<file path="src/rtl/decoder_n2m_pipe.sv">
// N-to-2^N line decoder with valid/ready handshake, registered output and a 2-deep skid buffer.
// Optional parity checking on {en,sel} is enabled by defining DEC_PARITY_EN.
module decoder_n2m_pipe #(
   parameter int SEL_W      = 2,
   parameter int ACTIVE_LOW = 0,
   parameter int CNT_W      = 16
) (
   input  logic                     clk,
   input  logic                     rst_n,
   input  logic                     in_valid,
   output logic                     in_ready,
   input  logic [SEL_W-1:0]         sel,
   input  logic                     en,
`ifdef DEC_PARITY_EN
   input  logic                     sel_par,
   output logic                     par_err,
`endif
   output logic                     out_valid,
   input  logic                     out_ready,
   output logic [(1 << SEL_W)-1:0]  y,
   output logic [CNT_W-1:0]         txn_cnt
);

   localparam int OUT_W = 1 << SEL_W;
   localparam logic [OUT_W-1:0] IDLE = (ACTIVE_LOW != 0) ? {OUT_W{1'b1}} : {OUT_W{1'b0}};

   localparam logic [1:0] ST_EMPTY = 2'd0;
   localparam logic [1:0] ST_ONE   = 2'd1;
   localparam logic [1:0] ST_FULL  = 2'd2;

   function automatic logic parity_even(input logic [SEL_W:0] bits);
      parity_even = ^bits;
   endfunction

   function automatic logic [OUT_W-1:0] decode_word(input logic [SEL_W-1:0] s,
                                                    input logic e,
                                                    input logic bad);
      logic [OUT_W-1:0] hot;
      hot = {OUT_W{1'b0}};
      if (e && !bad) begin
         hot[s] = 1'b1;
      end else begin
         hot = {OUT_W{1'b0}};
      end
      decode_word = (ACTIVE_LOW != 0) ? ~hot : hot;
   endfunction

   logic [1:0]       state_r, state_s;
   logic [OUT_W-1:0] oreg_r, oreg_s;
   logic [OUT_W-1:0] sreg_r, sreg_s;
   logic             ov_r, ov_s;
   logic             in_ready_r;
   logic [CNT_W-1:0] cnt_r;
   logic             push_s, pop_s, bad_s;
   logic [OUT_W-1:0] word_s;

   // Handshake qualifiers and the decoded word of the incoming transaction
   always_comb begin
      push_s = in_valid & in_ready_r;
      pop_s  = ov_r & out_ready;
`ifdef DEC_PARITY_EN
      bad_s  = (sel_par != parity_even({en, sel}));
`else
      bad_s  = 1'b0;
`endif
      word_s = decode_word(sel, en, bad_s);
   end

   // Slot occupancy FSM: OREG drives y, SREG catches the word that arrives while OREG is stalled
   always_comb begin
      state_s = state_r;
      oreg_s  = oreg_r;
      ov_s    = ov_r;
      sreg_s  = sreg_r;
      case (state_r)
         ST_EMPTY: begin
            if (push_s) begin
               oreg_s  = word_s;
               ov_s    = 1'b1;
               state_s = ST_ONE;
            end else begin
               state_s = ST_EMPTY;
            end
         end
         ST_ONE: begin
            if (push_s && pop_s) begin
               oreg_s  = word_s;
               state_s = ST_ONE;
            end else if (push_s) begin
               sreg_s  = word_s;
               state_s = ST_FULL;
            end else if (pop_s) begin
               oreg_s  = IDLE;
               ov_s    = 1'b0;
               state_s = ST_EMPTY;
            end else begin
               state_s = ST_ONE;
            end
         end
         ST_FULL: begin
            if (pop_s) begin
               oreg_s  = sreg_r;
               sreg_s  = IDLE;
               state_s = ST_ONE;
            end else begin
               state_s = ST_FULL;
            end
         end
         default: begin
            state_s = ST_EMPTY;
            oreg_s  = IDLE;
            ov_s    = 1'b0;
            sreg_s  = IDLE;
         end
      endcase
   end

   // State, data slots, ready flag and pop counter
   always_ff @(posedge clk or negedge rst_n) begin
      if (!rst_n) begin
         state_r    <= ST_EMPTY;
         oreg_r     <= IDLE;
         ov_r       <= 1'b0;
         sreg_r     <= IDLE;
         in_ready_r <= 1'b0;
         cnt_r      <= {CNT_W{1'b0}};
      end else begin
         state_r    <= state_s;
         oreg_r     <= oreg_s;
         ov_r       <= ov_s;
         sreg_r     <= sreg_s;
         in_ready_r <= (state_s != ST_FULL);
         if (pop_s) begin
            cnt_r <= cnt_r + CNT_W'(1);
         end else begin
            cnt_r <= cnt_r;
         end
      end
   end

`ifdef DEC_PARITY_EN
   logic serr_r, serr_s, perr_s, par_err_r;

   // Error flags follow their words; the pulse fires only when a flagged word lands in OREG
   always_comb begin
      serr_s = serr_r;
      perr_s = 1'b0;
      case (state_r)
         ST_EMPTY: begin
            if (push_s) begin
               perr_s = bad_s;
            end else begin
               perr_s = 1'b0;
            end
         end
         ST_ONE: begin
            if (push_s && pop_s) begin
               perr_s = bad_s;
            end else if (push_s) begin
               serr_s = bad_s;
            end else begin
               perr_s = 1'b0;
            end
         end
         ST_FULL: begin
            if (pop_s) begin
               perr_s = serr_r;
               serr_s = 1'b0;
            end else begin
               perr_s = 1'b0;
            end
         end
         default: begin
            serr_s = 1'b0;
            perr_s = 1'b0;
         end
      endcase
   end

   // Parity error registers
   always_ff @(posedge clk or negedge rst_n) begin
      if (!rst_n) begin
         serr_r    <= 1'b0;
         par_err_r <= 1'b0;
      end else begin
         serr_r    <= serr_s;
         par_err_r <= perr_s;
      end
   end

   assign par_err = par_err_r;
`endif

   assign in_ready  = in_ready_r;
   assign out_valid = ov_r;
   assign y         = oreg_r;
   assign txn_cnt   = cnt_r;

endmodule
</file>
<file path="config.mk">
export PLATFORM = sky130hd
export DESIGN_NAME = decoder_n2m_pipe
export DESIGN_NICKNAME = d
export VERILOG_FILES = /design/src/rtl/decoder_n2m_pipe.sv
export SDC_FILE = /design/constraint.sdc
export NUM_CORES = 1
export LEC_CHECK = 0
export ABC_AREA = 0
export ABC_CLOCK_PERIOD_IN_PS = 1600
export BUFFER_PORTS_ARGS = -buffer_cell sky130_fd_sc_hd__clkbuf_2
export CAP_MARGIN = 25
export CORE_UTILIZATION = 53
export DETAILED_ROUTE_END_ITERATION = 10
export GPL_ROUTABILITY_DRIVEN = 0
export PLACE_DENSITY_LB_ADDON = 0.05
export SKIP_CTS_REPAIR_TIMING = 1
export SYNTH_ARGS = -nofsm -noshare
export SYNTH_HDL_FRONTEND = slang
export SYNTH_SLANG_ARGS = --single-unit
</file>
<file path="constraint.sdc">
create_clock -name clk -period 1.6 [get_ports clk]
set_clock_uncertainty 0.05 [all_clocks]
set_input_delay 0.08 -clock clk [delete_from_list [all_inputs] [get_ports clk]]
set_output_delay 0.08 -clock clk [all_outputs]
set_load 0.02 [all_outputs]
</file>
==> summary.md <==
| Metric | Value |
|---|---|
| Metal3 WL | `55 µm` |
| Final setup viols | `0` |
| Final core occ | `68.8%` |
| Met2 WL | `1.27 mm` |
| Site row count | `17` |
| Synth cell types | `28` |
| Sequential Power Share | `44.3%` |
| Chip height | `52.2 µm` |
| First-pass GRT wire length | `4.31 mm` |
| Routed WL | `2.44 mm` |
| Sw power | `0.958 mW` |
| # port buffers | `28` |
| Max stage delay on crit path | `450 ps` |
| Buf/Inv on CP | `0` |
| Sink Count | `28` |
| Pins Over Slew Limit | `0` |
| Worst Tran Pin Value | `685 ps` |
| Hold/Removal Path Class | `input pin to flip-flop` |
| Peak supply drop | `0.00106 V` |
| H-tree Lvls | `1` |
| Initial antenna violation count | `0` |
| Min cycle time layout | `1470 ps` |
| Final antenna-violating net count | `0` |
| Clock power share | `14.6%` |
| Io pins | `29` |
| Most common cell in the synthesized netlist | `dfrtp_1` |
| Seq/Total Area, Yosys | `52.4%` |
| Yosys top cell area share | `52.4%` |
| Critical Path Sink Type | `flip-flop` |
| CP max FO | `4` |
| Crit path DAT | `1660 ps` |
| Root Buffer | `clkbuf_4` |
| Final-stage net count | `168` |
| Synth warn | `0` |
| Post-route clock period utilization | `92.2%` |
| Design area | `0.00158 mm²` |
| LEAKAGE | `0.788 nW` |
| Int Pwr | `1.45 mW` |
| DR vias | `989` |
| Largest net degree at the start of global routing | `29` |
| Setup TNS | `0 ps` |
| Max Buffers Root-to-Sink | `2` |
| Layout cells sized above 1 | `29.6%` |
| Count of mapped cells out of synthesis | `124` |
| Cts bufs inserted | `3` |
| DIE AREA | `0.00273 mm²` |
| Sw Share | `39.8%` |
| Final HPWL DP | `1.84 mm` |
| Highest Clock Rate | `0.678 GHz` |
| FF+latch count, synth | `28` |
| Total gr overflow | `0` |
| Syn Area/Cell | `10.8 µm²` |
| Power Density | `1520 mW/mm²` |
| Worst reg-to-reg setup slack | `130 ps` |
| Crit-path cells | `and2_1, nor2_2, o22a_4, mux2_4` |
| Placed Area | `0.00153 mm²` |
| Die Wd | `52.2 µm` |
| Synth cell count leaders | `28 x dfrtp_1, 21 x nand2_1, 12 x xnor2_1` |
| WS Path Type | `flip-flop to flip-flop` |
| EDFF count, synth | `0` |
| Core box area | `0.00230 mm²` |
| CTS tree | `yes` |
| N_diodes | `0` |
| DRT iter0 DRCs | `5` |
| Vias in the first global route | `1,016` |
| Cell family with most CP delay | `flip-flops` |
| Starting Density | `58.2%` |
| Synth top area cells | `dfrtp_1 52%, xnor2_1 7.9%, nand2_1 5.9%` |
| Gr usage total | `21.7%` |
| DRC | `0` |
| Vias per inst | `5.29` |
| Cell Area, Synth | `0.00134 mm²` |
| TritonRoute pass-1 iters | `4` |
| Critical Path RT | `1780 ps` |
| Setup crit start kind | `flip-flop` |
| Post-DR wirelength/cell | `13.0 µm` |
| Worst-Skew Late Latency | `330 ps` |
| Comb pwr share | `41.2%` |
| Top_reg_cell synth | `dfrtp_1` |
| Overall power | `2.41 mW` |
| Unrepaired setup endpoints after global routing | `no` |
| Asr flop ratio synth | `100%` |
| Crit path max-delay cell type | `dfrtp_1` |
| Status | `finished, final reports clean` |
| P&R area growth vs syn | `18.1%` |
| Max_slew headroom | `54.3%` |
| Highest routed metal layer | `met4` |
| Met1 wire length | `1.08 mm` |
| Cell taking the most area after synthesis | `dfrtp_1` |
| Synthesized Nets | `132` |
| Fin. Hold Viols | `0` |
| MaxCap Viol Count | `0` |
| Clk slew on worst S/H paths | `150 ps` |
## sequential cells by signal (all words and copies together), names as in the netlist
| signal | count |
|---|---|
| txn_cnt | 16 |
| sreg_r | 4 |
| out_valid | 1 |
| state_r | 2 |
| y | 4 |
| in_ready | 1 |
## layout make-up
type                       count  area (µm²)
inverter                       3        11.3
multi-input combinational     90         609
sequential                    28         701
timing repair buffer          34         188
tap                           28        35.0
fill                         191         717
clock buffer                   4        36.3
## layer usage
metal	track usage, %	vias up
li1	-	498
met1	24.6	471
met2	40.2	16
met3	3.19	4
met4	9.21	0
met5	0	-
## stage by stage
| step | hold WS (ps) | cells | setup slack, ps |
|---|---|---|---|
| after floorplan | -266 | 124 | 35.6 |
| after detailed placement | 104 | 182 | 46.7 |
| after global placement | 97.1 | 182 | 106 |
| after CTS | -263 | 186 | 29.1 |
| after global routing | 107 | 187 | 0.256 |
| final | 67.8 | 187 | 126 |
## placed cells by master, fill, tap and decap left out, types with 4 or more instances in the layout
| cell | Yosys | routed |
|---|---|---|
| xor2_1 | 5 | 5 |
| mux2_4 | 4 | 4 |
| nand3_1 | 6 | 6 |
| dfrtp_1 | 28 | 28 |
| o21ai_0 | 7 | 7 |
| nor2_1 | 6 | 6 |
| xnor2_1 | 12 | 12 |
| clkbuf_2 | 0 | 28 |
| nor3_1 | 5 | 4 |
| a32oi_1 | 4 | 4 |
| buf_4 | 0 | 5 |
| nand2_1 | 21 | 21 |
## path summary, 6_finish.rpt
| kind | start | endpoint | depth (start not counted) |
|---|---|---|---|
| setup / recovery | out_valid | sreg_r[0] | 4 |
| hold / removal | out_ready | out_valid | 4 |
| hold reg to reg | txn_cnt[15] | txn_cnt[15] | 1 |
| setup reg to reg | out_valid | sreg_r[0] | 4 |
| min in group asynchronous | rst_n | txn_cnt[5] | 2 |
| max in group asynchronous | rst_n | txn_cnt[12] | 2 |
## worst register-to-register path, delay by kind of cell (launching register included)
family / cells / cell delay (ps)
DFF: 1 / 450
and+or+nand+nor: 2 / 380
muxes: 1 / 300
AOI/OAI and AO/OA: 1 / 190
## cells by family after synthesis
kind of cell / share of synthesized area (%)
xor+xnor: 11.1
compound gates: 8.23
simple gates: 20.4
mux: 4.49
flops: 52.4
buf+inv: 2.43
fa+ha+maj: 0.935
## power groups by stage
stage	sequential (mW)	combinational, mW	clock [mW]
final	1.07	0.991	0.351
after global routing	1.10	1.12	0.382
after CTS	1.07	1.00	0.353
after detailed placement	1.08	0.999	0
after global placement	1.07	0.983	0
after floorplan	1.18	0.589	0
(Power assumes the default switching activity.)
